### src/rtl/pred_block_sequencer.sv
// Raster block scheduler: mode -> (inter: ref fetch) -> predictor launch -> valid/ready emit; >=4 cycles/block + predictor latency, inter +2.
// Holds in EMIT while out_ready is low; `define PRED_SEQ_TIMEOUT_EN to bound WAIT_PRED to PRED_TIMEOUT cycles after launch.
module pred_block_sequencer #(
   parameter int BLOCK_SIZE    = 8,
   parameter int MAX_BLKS_LOG2 = 7,
   parameter int PRED_TIMEOUT  = 32
) (
   input  logic                     clk,
   input  logic                     reset_n,
   input  logic                     start,
   input  logic [MAX_BLKS_LOG2-1:0] frame_w_blks,
   input  logic [MAX_BLKS_LOG2-1:0] frame_h_blks,
   input  logic                     mode_valid,
   output logic                     mode_ready,
   input  logic [7:0]               mode_pred,
   input  logic [7:0]               mode_intra,
   input  logic signed [8:0]        mode_mv_x,
   input  logic signed [8:0]        mode_mv_y,
   output logic                     ref_req,
   input  logic                     ref_ack,
   output logic [9:0]               ref_x,
   output logic [9:0]               ref_y,
   output logic                     pred_start,
   output logic [7:0]               pred_mode,
   output logic [7:0]               intra_mode,
   output logic signed [8:0]        mv_x,
   output logic signed [8:0]        mv_y,
   output logic [9:0]               pos_x,
   output logic [9:0]               pos_y,
   output logic                     top_available,
   output logic                     left_available,
   input  logic                     pred_valid,
   input  logic                     pred_error,
   output logic                     out_valid,
   input  logic                     out_ready,
   output logic                     out_error,
   output logic                     out_last,
   output logic                     busy,
   output logic                     done,
   output logic [15:0]              err_count
);

   localparam int BS_LOG2 = $clog2(BLOCK_SIZE);
   localparam logic [MAX_BLKS_LOG2-1:0] BLK_ONE = 1;

   typedef enum logic [2:0] {
      S_IDLE, S_GET_MODE, S_FETCH_REF, S_LAUNCH, S_WAIT_PRED, S_EMIT
   } state_t;

   state_t                   r_state;
   logic [MAX_BLKS_LOG2-1:0] r_frame_w, r_frame_h, r_blk_x, r_blk_y;
   logic                     r_mode_ready, r_ref_req, r_pred_start;
   logic [9:0]               r_ref_x, r_ref_y;
   logic [7:0]               r_pred_mode, r_intra_mode;
   logic signed [8:0]        r_mv_x, r_mv_y;
   logic                     r_out_valid, r_out_error, r_out_last, r_done;
   logic [15:0]              r_err_count;

   logic [9:0]               w_pos_x, w_pos_y;
   logic [11:0]              w_fw_px, w_fh_px;
   logic signed [11:0]       w_sum_x, w_sum_y, w_max_x, w_max_y;
   logic [9:0]               w_ref_x, w_ref_y;
   logic                     w_x_wrap, w_is_last;

   assign w_pos_x = 10'(r_blk_x) << BS_LOG2;
   assign w_pos_y = 10'(r_blk_y) << BS_LOG2;

   // Window origin: block origin + MV, clamped so the whole window lies inside the frame.
   assign w_sum_x = $signed({2'b00, w_pos_x}) + $signed({{3{r_mv_x[8]}}, r_mv_x});
   assign w_sum_y = $signed({2'b00, w_pos_y}) + $signed({{3{r_mv_y[8]}}, r_mv_y});
   assign w_fw_px = 12'(r_frame_w) << BS_LOG2;
   assign w_fh_px = 12'(r_frame_h) << BS_LOG2;
   assign w_max_x = $signed(w_fw_px) - 12'(BLOCK_SIZE);
   assign w_max_y = $signed(w_fh_px) - 12'(BLOCK_SIZE);

   always_comb begin
      w_ref_x = w_sum_x[9:0];
      if (w_sum_x < 0)
         w_ref_x = '0;
      else if (w_sum_x > w_max_x)
         w_ref_x = w_max_x[9:0];
      w_ref_y = w_sum_y[9:0];
      if (w_sum_y < 0)
         w_ref_y = '0;
      else if (w_sum_y > w_max_y)
         w_ref_y = w_max_y[9:0];
   end

   assign w_x_wrap  = (r_blk_x == r_frame_w - BLK_ONE);
   assign w_is_last = w_x_wrap && (r_blk_y == r_frame_h - BLK_ONE);

`ifdef PRED_SEQ_TIMEOUT_EN
   logic [15:0] r_to_cnt;
   logic        w_timeout;
   // r_to_cnt counts cycles since LAUNCH, so EMIT starts exactly PRED_TIMEOUT cycles after it.
   assign w_timeout = ((r_to_cnt + 16'd1) == 16'(PRED_TIMEOUT));
`endif

   always_ff @(posedge clk or negedge reset_n) begin
      if (!reset_n) begin
         r_state      <= S_IDLE;
         r_frame_w    <= '0;
         r_frame_h    <= '0;
         r_blk_x      <= '0;
         r_blk_y      <= '0;
         r_mode_ready <= 1'b0;
         r_ref_req    <= 1'b0;
         r_ref_x      <= '0;
         r_ref_y      <= '0;
         r_pred_start <= 1'b0;
         r_pred_mode  <= '0;
         r_intra_mode <= '0;
         r_mv_x       <= '0;
         r_mv_y       <= '0;
         r_out_valid  <= 1'b0;
         r_out_error  <= 1'b0;
         r_out_last   <= 1'b0;
         r_done       <= 1'b0;
         r_err_count  <= '0;
`ifdef PRED_SEQ_TIMEOUT_EN
         r_to_cnt     <= '0;
`endif
      end else begin
         r_done <= 1'b0;
         case (r_state)
            S_IDLE: begin
               if (start) begin
                  r_frame_w   <= frame_w_blks;
                  r_frame_h   <= frame_h_blks;
                  r_blk_x     <= '0;
                  r_blk_y     <= '0;
                  r_err_count <= '0;
                  if (frame_w_blks == '0 || frame_h_blks == '0) begin
                     r_done <= 1'b1;
                  end else begin
                     r_mode_ready <= 1'b1;
                     r_state      <= S_GET_MODE;
                  end
               end
            end
            S_GET_MODE: begin
               if (mode_valid) begin
                  r_mode_ready <= 1'b0;
                  r_pred_mode  <= mode_pred;
                  r_intra_mode <= mode_intra;
                  r_mv_x       <= mode_mv_x;
                  r_mv_y       <= mode_mv_y;
                  if (mode_pred == 8'h01) begin
                     r_state <= S_FETCH_REF;
                  end else begin
                     r_pred_start <= 1'b1;
                     r_state      <= S_LAUNCH;
                  end
               end
            end
            S_FETCH_REF: begin
               // Entry cycle registers the clamped origin so it is stable for the whole request.
               if (!r_ref_req) begin
                  r_ref_req <= 1'b1;
                  r_ref_x   <= w_ref_x;
                  r_ref_y   <= w_ref_y;
               end else if (ref_ack) begin
                  r_ref_req    <= 1'b0;
                  r_pred_start <= 1'b1;
                  r_state      <= S_LAUNCH;
               end
            end
            S_LAUNCH: begin
               r_pred_start <= 1'b0;
               r_state      <= S_WAIT_PRED;
`ifdef PRED_SEQ_TIMEOUT_EN
               r_to_cnt     <= 16'd1;
`endif
            end
            S_WAIT_PRED: begin
               if (pred_valid) begin
                  r_out_error <= pred_error;
                  r_out_valid <= 1'b1;
                  r_out_last  <= w_is_last;
                  r_state     <= S_EMIT;
               end
`ifdef PRED_SEQ_TIMEOUT_EN
               else if (w_timeout) begin
                  r_out_error <= 1'b1;
                  r_out_valid <= 1'b1;
                  r_out_last  <= w_is_last;
                  r_state     <= S_EMIT;
               end else begin
                  r_to_cnt <= r_to_cnt + 16'd1;
               end
`endif
            end
            S_EMIT: begin
               if (out_ready) begin
                  r_out_valid <= 1'b0;
                  r_out_error <= 1'b0;
                  r_out_last  <= 1'b0;
                  if (r_out_error && r_err_count != 16'hFFFF)
                     r_err_count <= r_err_count + 16'd1;
                  if (r_out_last) begin
                     r_done  <= 1'b1;
                     r_state <= S_IDLE;
                  end else begin
                     if (w_x_wrap) begin
                        r_blk_x <= '0;
                        r_blk_y <= r_blk_y + BLK_ONE;
                     end else begin
                        r_blk_x <= r_blk_x + BLK_ONE;
                     end
                     r_mode_ready <= 1'b1;
                     r_state      <= S_GET_MODE;
                  end
               end
            end
            default: r_state <= S_IDLE;
         endcase
      end
   end

   assign mode_ready     = r_mode_ready;
   assign ref_req        = r_ref_req;
   assign ref_x          = r_ref_x;
   assign ref_y          = r_ref_y;
   assign pred_start     = r_pred_start;
   assign pred_mode      = r_pred_mode;
   assign intra_mode     = r_intra_mode;
   assign mv_x           = r_mv_x;
   assign mv_y           = r_mv_y;
   assign pos_x          = w_pos_x;
   assign pos_y          = w_pos_y;
   assign top_available  = (r_blk_y != '0);
   assign left_available = (r_blk_x != '0);
   assign out_valid      = r_out_valid;
   assign out_error      = r_out_error;
   assign out_last       = r_out_last;
   assign busy           = (r_state != S_IDLE);
   assign done           = r_done;
   assign err_count      = r_err_count;

endmodule

### config.mk
export PLATFORM = sky130hd
export DESIGN_NAME = pred_block_sequencer
export DESIGN_NICKNAME = d
export VERILOG_FILES = /design/src/rtl/pred_block_sequencer.sv
export SDC_FILE = /design/constraint.sdc
export NUM_CORES = 1
export LEC_CHECK = 0
export ABC_AREA = 1
export CAP_MARGIN = 30
export CORE_ASPECT_RATIO = 1.25
export CORE_MARGIN = 2
export CORE_UTILIZATION = 30
export CTS_CLUSTER_SIZE = 24
export DETAILED_ROUTE_END_ITERATION = 8
export GPL_ROUTABILITY_DRIVEN = 0
export PLACE_DENSITY_LB_ADDON = 0.2
export SLEW_MARGIN = 40
export SYNTH_ARGS = -nofsm -noshare
export SYNTH_HDL_FRONTEND = slang
export SYNTH_SLANG_ARGS = --single-unit
### constraint.sdc
create_clock -name clk -period 3.2 [get_ports clk]
set_clock_uncertainty 0.15 [all_clocks]
set_input_delay 0.64 -clock clk [delete_from_list [all_inputs] [get_ports clk]]
set_output_delay 0.64 -clock clk [all_outputs]
set_load 0.01 [all_outputs]
==> results.toml <==
[timing]
fin_ws_ps = -110
min_period_ps = 3310
post-route-period-util_pct = 103
tightest_slew_ps = 679
final_max_slew_viol_count = 0
max_freq_ghz = 0.302
final-hold-violation-count = 0
slew_headroom_pct = 54.4
setup_viol = 10
holdWs_ps = 127
rsz0062_at_grt = "yes"

[global_routing]
grt_max_degree = 47
grt_first_pass_wirelength_um = 30600
antenna_found_initial = 2
grt.overflow.total = 0
groute.usage.overall_pct = 16.9
grt_pass1_vias = 5955

[finish]
final_area_um2 = 9470
drive_above_1_share_pct = 20.9
final_util_pct = 43.8
nets = 1104
syn_to_final_growth_pct = 42.8
num-fill-cells = 2138

[setup_path]
critPathRequiredTime_ps = 3300
reg2reg_from = "r_blk_y[0]"
critPathCaptureType = "flop"
r2r_setup_slack_ps = -110
criticalPathCategory = "reg -> reg"
arrival_ps = 3410
ff2ff_path_depth = 23
path_max_fanout = 7
r2r_end = "ref_y[3]"
startpoint = "r_blk_y[0]"
cp-start-kind = "flop"

[cts]
clk_latency_ps = 360
cts_tree = "yes"
holdBufCountCts = 0
path_clk_slew_ps = 80
cts_sinks = 108
cts_buffer_depth = 2
h-tree-depth = 3
cts_made_buffers = 9
clock-root-buffer = "clkbuf_16"

[yosys]
synthesis.area_um2 = 6630
synth_seq_cells = 108
yosysUniqueCellTypes = 50
yosys_warnings = 0
avgSynthCellArea_um2 = 8.40
ys_async_sr_fraction_pct = 100
syn-instance-count = 789
synth_seq_area_share_pct = 40.8
ys.flop_type = "dfrtp_1"
synth_edf_count = 0

[floorplan]
core_area_um2 = 21600
die_h_um = 170
rows = 60
die_x_um = 137
ioPinCount = 156
initial_core_util_pct = 30.7
die_area_um2 = 23300

[power]
p_comb_share_pct = 62.6
p_sw_share_pct = 44.0
fin_total_pwr_uw = 8930
p_per_area_nw_per_um2 = 943
p_leak_uw = 0.00434
p_int_uw = 5000
p_clk_share_pct = 12.1
peakVddDrop_mv = 0.491
p_sw_uw = 3930
seqPwrFrac_pct = 25.3

[drt]
first_pass_iters = 5
antenna_left = 0
viasPerCell = 4.66
via_count = 6021
drtIter0Drc = 294
wl_um = 19200
drc_errors = 0
routedWlPerCell_um = 14.9

[outcome]
violations = "setup timing"
run_status = "complete, but fails checks"

[place]
dpl_cell_area_um2 = 8810
numPortBuffers = 149
dpl.hpwl_um = 14800

[hold_path]
hold_class = "in -> async"

[run]
cap_viol_max_count = 0
[power groups by stage]
| stage | Clock, µW | Sequential (µW) | Combinational, µW |
|---|---|---|---|
| finish | 1080 | 2260 | 5590 |
| global route | 1180 | 2330 | 6220 |
| CTS | 1120 | 2260 | 5360 |
| detailed placement | 0 | 2280 | 5050 |
| global placement | 0 | 2290 | 5030 |
| floorplan | 0 | 2430 | 2810 |
[logic make-up after synthesis]
family	Yosys count	synth area share (%)
adder cells (fa/ha/maj)	42	8.15
flip-flops	108	40.8
AO/OA/AOI/OAI	103	8.55
XOR/XNOR	40	5.62
other	1	0.0565
multiplexers	30	5.09
AND/OR/NAND/NOR	336	23.9
buffers and inverters	129	7.91
[critical path, cell delays in order, from the launching register on]
cell	delay (ps)
dfrtp_2	430
ha_4	170
fa_2	330
nand2_1	70
nand2_1	60
nand3_2	70
nand2_1	50
nand2_1	70
nand2_2	60
a21oi_2	140
xor2_1	90
ha_1	330
nand2_1	80
inv_1	70
nand3_2	70
nor3_2	100
nand4_1	110
nor2_1	160
nor2_2	80
nand3_4	160
buf_6	130
nand4_1	90
nand3_1	90
nand2_1	50
[synthesized netlist by cell type, types with 6 or more instances]
master | instances | area [µm²]
xnor2_1 | 6 | 52.6
o21ai_1 | 9 | 45.0
nor2_2 | 9 | 56.3
xor2_1 | 31 | 272
mux2_2 | 30 | 338
nand2_2 | 6 | 37.5
nor2_1 | 49 | 184
inv_2 | 9 | 33.8
buf_4 | 6 | 45.0
nand4_1 | 23 | 144
o21ai_0 | 40 | 200
nor3_1 | 15 | 75.1
clkbuf_1 | 9 | 33.8
inv_1 | 98 | 368
nor4_1 | 6 | 37.5
nand3_1 | 47 | 235
ha_1 | 40 | 500
dfrtp_1 | 108 | 2700
nand2_1 | 163 | 612
a21oi_1 | 35 | 175
[worst max path at each step]
| stage | end | slack (ps) | cells after the start |
|---|---|---|---|
| after detailed placement | ref_y[5] | -120 | 20 |
| after CTS | ref_y[3] | -50 | 23 |
| after global routing | ref_y[3] | -340 | 23 |
| after floorplan | ref_x[3] | -20 | 20 |
| after global placement | ref_y[7] | -20 | 24 |
| final | ref_y[3] | -110 | 23 |
[cells in the final DEF, fill, tap and decap left out, types with 3 or more instances in the layout]
cell / count
nand2_1: 150
clkdlybuf4s50_1: 148
dfrtp_1: 103
inv_1: 97
buf_4: 65
nor2_1: 47
nand3_1: 37
o21ai_0: 35
ha_1: 35
a21oi_1: 31
mux2_2: 30
xor2_1: 29
nand4_1: 23
nand2_2: 18
nor3_1: 14
nand3_2: 12
o21ai_1: 12
inv_2: 10
nor2_2: 9
clkbuf_16: 9
xnor2_1: 6
nor4_1: 6
conb_1: 6
xor2_2: 5
nand2_4: 5
ha_4: 5
dfrtp_2: 5
nor2_4: 4
a21oi_2: 4
nor3_2: 4
buf_6: 4
clkinv_2: 3
nand3_4: 3
o31ai_1: 3
clkinvlp_4: 3
[registers in the layout (all words and copies together), names as in the netlist, 3 cells and up]
signal and count:
r_blk_y 7, err_count 16, r_frame_h 7, r_frame_w 7
mv_y 9, pred_mode 8, ref_y 10, r_blk_x 7
ref_x 10, mv_x 9, intra_mode 8, r_state 3
[through the flow]
| stage | setup TNS (ps) | instances | setup WS (ps) |
|---|---|---|---|
| 6_report | -685 | 1291 | -110 |
| 5_1_grt | -4730 | 1291 | -345 |
| 4_1_cts | -216 | 1283 | -53.2 |
| 3_5_place_dp | -1330 | 1249 | -115 |
| 3_3_place_gp | -110 | 1249 | -23.3 |
| 2_1_floorplan | -19.5 | 794 | -19.5 |
[cell type report]
class                           instances  area, µm²  share of cell area, %
Antenna cell                            1       2.50                 0.0264
Clock buffer                            9        225                   2.38
Clock inverter                          7       50.0                  0.528
Inverter                              110        419                   4.42
Multi-Input combinational cell        559       3680                   38.9
Sequential cell                       108       2710                   28.6
Tap cell                              279        349                   3.69
Timing Repair Buffer                  218       2030                   21.5
[per-layer routing]
| layer | vias up | GRT usage (%) | routed length (µm) |
|---|---|---|---|
| met5 | - | 0 | 13 |
| met1 | 2849 | 20.0 | 7980 |
| met3 | 23 | 3.37 | 730 |
| met4 | 2 | 5.92 | 357 |
| li1 | 3024 | - | - |
| met2 | 123 | 30.0 | 10100 |
[repair_timing]
action                     CTS  global route
setup endpoints to repair   20            20
setup buffers               16             7
gates resized for setup     17            32
cloned                       2             0
pin swaps                   12            37
Power figures use the tool's default switching activity.
